File: src/rtl/s1423_pkg.sv
// Shared constants and pipeline stage records for the s1423 compare/count chain.
package s1423_pkg;

  localparam int WIDTH_DEF = 5;
  localparam int CNT_W_DEF = 10;
  localparam int SAT_DEF   = 1;

  // Stage payloads are stored at the widest legal operand width; narrower
  // configurations zero-extend, which leaves the unsigned compare unchanged.
  localparam int MAX_W = 32;

  typedef struct packed {
    logic             valid;
    logic [MAX_W-1:0] m;
    logic [MAX_W-1:0] cmp_ref;
    logic             en;
  } stage1_t;

  typedef struct packed {
    logic valid;
    logic gt;
    logic eq;
    logic en;
  } stage2_t;

endpackage

File: src/rtl/s1423_cmp_chain.sv
// Combinational MSB-first ripple magnitude compare of m against cmp_ref (unsigned).
module s1423_cmp_chain #(
  parameter int WIDTH = 5
) (
  input  logic [WIDTH-1:0] m,
  input  logic [WIDTH-1:0] cmp_ref,
  output logic             gt,
  output logic             eq
);

  // NOTE: blocking assignments in always_comb, each output given a default
  // first so no path leaves it unassigned and no latch is inferred.
  always_comb begin
    gt = 1'b0;
    eq = 1'b1;
    for (int i = WIDTH - 1; i >= 0; i--) begin
      if (eq && (m[i] != cmp_ref[i])) begin
        gt = m[i];
        eq = 1'b0;
      end
    end
  end

endmodule

File: src/rtl/s1423_seq_chain.sv
// Two-stage select/compare pipeline with valid/ready handshake and a
// saturating-or-wrapping event counter of "greater than" results.
module s1423_seq_chain
  import s1423_pkg::*;
#(
  parameter int WIDTH = WIDTH_DEF,
  parameter int CNT_W = CNT_W_DEF,
  parameter int SAT   = SAT_DEF
) (
  input  logic             CK,
  input  logic             RST,
  input  logic             in_valid,
  output logic             in_ready,
  input  logic             sel,
  input  logic [WIDTH-1:0] a,
  input  logic [WIDTH-1:0] b,
  input  logic [WIDTH-1:0] cmp_ref,
  input  logic             en,
  input  logic             cnt_load,
  input  logic [CNT_W-1:0] cnt_din,
  output logic             out_valid,
  input  logic             out_ready,
  output logic             out_gt,
  output logic             out_eq,
  output logic [CNT_W-1:0] cnt_q,
  output logic             tc
);

  stage1_t s1;
  stage2_t s2;
  logic    advance;
  logic    out_fire;
  logic    cnt_inc;
  logic    cmp_gt;
  logic    cmp_eq;

  // Both stages move in lockstep whenever the output stage can drain.
  assign in_ready  = !s2.valid | out_ready;
  assign advance   = in_ready;
  assign out_fire  = s2.valid & out_ready;
  assign out_valid = s2.valid;
  assign out_gt    = s2.gt;
  assign out_eq    = s2.eq;
  assign cnt_inc   = out_fire & s2.en & s2.gt;
  assign tc        = &cnt_q;

  s1423_cmp_chain #(
    .WIDTH (MAX_W)
  ) u_cmp (
    .m       (s1.m),
    .cmp_ref (s1.cmp_ref),
    .gt      (cmp_gt),
    .eq      (cmp_eq)
  );

  // NOTE: sequential state uses non-blocking assignments so every register
  // samples pre-edge values and stage order inside the block does not matter.
  always_ff @(posedge CK) begin
    if (RST) begin
      s1.valid <= 1'b0;
      s2       <= '0;
    end else if (advance) begin
      s1.valid <= in_valid;
      s2.valid <= s1.valid;
      s2.gt    <= s1.valid & cmp_gt;
      s2.eq    <= s1.valid & cmp_eq;
      s2.en    <= s1.en;
    end
  end

  // NOTE: the stage-1 payload is deliberately not reset; it is only ever
  // observed qualified by s1.valid, so a reset would just cost enable logic.
  always_ff @(posedge CK) begin
    if (advance && in_valid) begin
      s1.m       <= MAX_W'(sel ? b : a);
      s1.cmp_ref <= MAX_W'(cmp_ref);
      s1.en      <= en;
    end
  end

  // A load wins over a same-cycle increment, which is then lost.
  always_ff @(posedge CK) begin
    if (RST) begin
      cnt_q <= '0;
    end else if (cnt_load) begin
      cnt_q <= cnt_din;
    end else if (cnt_inc) begin
      if (!((SAT != 0) && tc)) begin
        cnt_q <= cnt_q + CNT_W'(1);
      end
    end
  end

endmodule

File: config.mk
export PLATFORM = sky130hd
export DESIGN_NAME = s1423_seq_chain
export DESIGN_NICKNAME = d
export VERILOG_FILES = /design/src/rtl/s1423_pkg.sv /design/src/rtl/s1423_cmp_chain.sv /design/src/rtl/s1423_seq_chain.sv
export SDC_FILE = /design/constraint.sdc
export NUM_CORES = 1
export LEC_CHECK = 0
export ABC_AREA = 1
export CORE_ASPECT_RATIO = 0.9
export CORE_MARGIN = 2
export CORE_UTILIZATION = 45
export CTS_BUF_LIST = sky130_fd_sc_hd__clkbuf_4 sky130_fd_sc_hd__clkbuf_8 sky130_fd_sc_hd__clkbuf_16
export DETAILED_ROUTE_END_ITERATION = 10
export DONT_BUFFER_PORTS = 1
export GPL_ROUTABILITY_DRIVEN = 0
export PLACE_DENSITY = 0.58
export SLEW_MARGIN = 10
export SYNTH_ARGS = -nofsm -noshare
export SYNTH_HDL_FRONTEND = slang
export SYNTH_HIERARCHICAL = 1
export SYNTH_SLANG_ARGS = --single-unit
File: constraint.sdc
create_clock -name CK -period 2.1 [get_ports CK]
set_input_delay 0.315 -clock CK [delete_from_list [all_inputs] [get_ports CK]]
set_output_delay 0.315 -clock CK [all_outputs]
set_load 0.01 [all_outputs]
==> metrics.md <==
| Metric | Value |
|---|---|
| Status | finished clean |
| ANT nets after route | 0 |
| Core ar. | 5600 um^2 |
| Clk_lat worst skew | 0.27 ns |
| Multi-input logic area | 1960 um^2 |
| Worst reg2reg startpoint | s1[37] |
| CTS max path bufs | 2 |
| Ports | 47 |
| Overflow after GRT | 0 |
| F_max | 551 MHz |
| Vias post-DR | 2378 |
| Worst setup path endpoint | tc |
| Synthesized area | ~2600 um^2 |
| Global router's overall resource usage | 15.0% |
| CTS Root Cell | clkbuf_8 |
| Global-route wire length before repair | slightly below 8000 um |
| Post-synth top area cell | nand2_1 |
| Post-synth top flop | dfxtp_1 |
| Area share of the largest cell type after synthesis | 17.3% |
| Post-CTS setup repair buffer count | 0 |
| Post-cts sizing count | 0 |
| CTS tree | yes |
| Drt pass-1 iters | 4 |
| Worst-path cell chain | ha_1, nand2_1, nor2_2, nand3_2, inv_1 |
| Nature of the critical path endpoint | output port |
| Initial antenna violation count | 0 |
| Full die area | 6360 um^2 |
| Sequential area share after synthesis | between 20 and 25% |
| Period utilization | 86.3% |
| Most frequent cells after synthesis | nand2_1, inv_1, nor2_1 |
| Final Net Count | 544 |
| Port Buffers | 0 |
| Die Y | approximately 76 um |
| DPL Wire Length | 3770 um |
| TritonCTS buffer count | 3 |
| Hold Buf Count CTS | 0 |
| Sink Count | 26 |
| Placed instance count | 575 |
| R2R depth | 15 |
| Tmin final | 1.81 ns |
| Critical path startpoint | cnt_q[0] |
| Drt wl/cell | 7.69 um |
| Fin. max-slew vios | 0 |
| Starting DRT DRC Count | 51 |
| Syn avg cell area | about 6.3 um^2 |
| Yosys Warn Count | 6 |
| Via density | slightly above 4 |
| Fraction of layout cells with a size suffix above 1 | 11.4% |
| Worst VDD drop | 0.404 mV |
| R2R Path End | out_gt |
| Most frequent cell after synthesis | nand2_1 |
| Crit path kind | flop to output port |
| R2R Setup Slk | 0.31 ns |
| DRC errors left | 0 |
| Post-synth cell types | 40 |
| Post-synthesis register bit count | 26 |
| Total Neg Setup Slack | 0 ns |
| Largest net degree at the start of global routing | 16 |
| Clock skew | 0.00497 ns |
| Cell family with most CP delay | flip-flops |
| Register area | 631 um^2 |
| Number of fill cells | approximately 630 |
| Arrival @ worst endpoint | 1.50 ns |
| CP max stage cell | dfxtp_1 |
| Cells after synthesis | 413 |
| Buf/Inv on CP | 1 |
| Final Util | 55.2% |
| Leak | approximately 1.6 nW |
| Antenna cells | 0 |
| Worst min-delay path class | input port to flop |
| Slowest stage delay, CP | 0.48 ns |
| Initial Util | a little under half |
| Number of synthesized flops with an enable pin | 11 |
| Final WL | about 4500 um |
| RSZ-0062 raised after global routing | false |
| Number of max-cap violations | 0 |
| Setup crit start kind | flop |
| Clock slew at reported path FFs | 0.09 ns |
| H-tree depth | 1 |
| Num rows | 26 |
| CP max FO | 6 |
| Worst Path Required | between 1.5 and 2 ns |
| Number of setup violations in the final report | 0 |
| Dominant cells by area after synthesis | nand2_1, edfxtp_1, dfxtp_1 |
| Total Power | roughly 1.3 mW |
| Synthesis-to-layout area growth | 19.5% |
| Die Width | 83.9 um |
| Vias in the first global route | 1918 |
| PD cells | about 430 nW/um^2 |
| Final hold violation count | 0 |
| Synth async-reset ratio | 0% |
| WP depth | 5 |
| Post-Layout Cell Count | about 580 |
-- cell type report --
| cell class | instances | share of cell area, % |
|---|---|---|
| multi-input combinational | 390 | 63.4 |
| sequential | 26 | 20.4 |
| inverter | 89 | 11.0 |
| tap | 70 | 2.84 |
| clock buffer | 3 | 1.34 |
| clock inverter | 1 | 0.973 |
-- worst min-delay path by stage --
stage,startpoint,endpoint,slack [ns],cells past startpoint
after floorplan,RST,cnt_q[2],0.38,1
after global placement,RST,cnt_q[6],0.38,1
after detailed placement,RST,cnt_q[5],0.38,1
after CTS,RST,cnt_q[7],0.08,1
after global routing,RST,cnt_q[6],0.08,1
final,RST,cnt_q[5],0.09,1
-- registers in the layout, summed over array words and instances (netlist names) --
| register | count |
|---|---|
| out_gt | 1 |
| s2 | 1 |
| out_eq | 1 |
| out_valid | 1 |
| cnt_q | 10 |
| s1 | 12 |
-- logic make-up after synthesis --
logic type,after synthesis,synth area share (%)
and+or+nand+nor,235,43.9
buffers and inverters,91,13.4
AOI/OAI and AO/OA,31,7.41
DFF,26,24.4
xor gates and xnor gates,20,6.78
muxes,6,2.57
adders and majority gates,3,1.36
other,1,0.145
-- report_power, final --
part | internal, mW | switching, mW | total, mW | leakage, nW
combinational | 0.122 | 0.194 | 0.316 | 1.35
clock | 0.255 | 0.162 | 0.417 | 0.0357
sequential | 0.559 | 0.0342 | 0.593 | 0.230
total | 0.935 | 0.391 | 1.33 | 1.61
-- worst register-to-register path, stage by stage, from the launching register on --
cell and delay [ns]:
edfxtp_1 0.40, nand2_1 0.08, inv_1 0.04, nor2_1 0.18, inv_1 0.08, nor3_2 0.19
inv_2 0.06, nor2_2 0.07, inv_1 0.05, or2_0 0.19, nand3_1 0.08, nand2_1 0.05
nand2_1 0.05, nand2_1 0.04, nand3_1 0.07, a21oi_1 0.06
-- cells in the final DEF (no fill, tap or decap), drive strengths merged, types with 2 or more instances in the layout --
cell type,count
clkbuf,3
clkinv,3
xnor2,20
a21boi,2
inv,86
nand4,12
conb,95
ha,2
a31oi,2
nor2,49
edfxtp,11
o21ai,9
nand3,30
or2,6
nor3,5
o21bai,2
a21oi,14
dfxtp,15
nand2,130
mux2,5
-- layer usage --
metal  global-route usage, %  wire length, um
met1                    19.4             2210
met2                    25.7             1930
met3                    2.93              264
met4                    4.84               48
met5                       0                0
-- per-stage QoR --
step | cell area (um^2) | hold WS, ns | setup slack, ns
floorplan | 2940 | 0.384 | 0.447
global placement | 3020 | 0.380 | 0.398
detailed placement | 3020 | 0.381 | 0.326
CTS | 3090 | 0.0811 | 0.273
global route | 3090 | 0.0754 | 0.145
finish | 3090 | 0.0871 | 0.287
No activity file was read; power rests on OpenSTA's default activity.
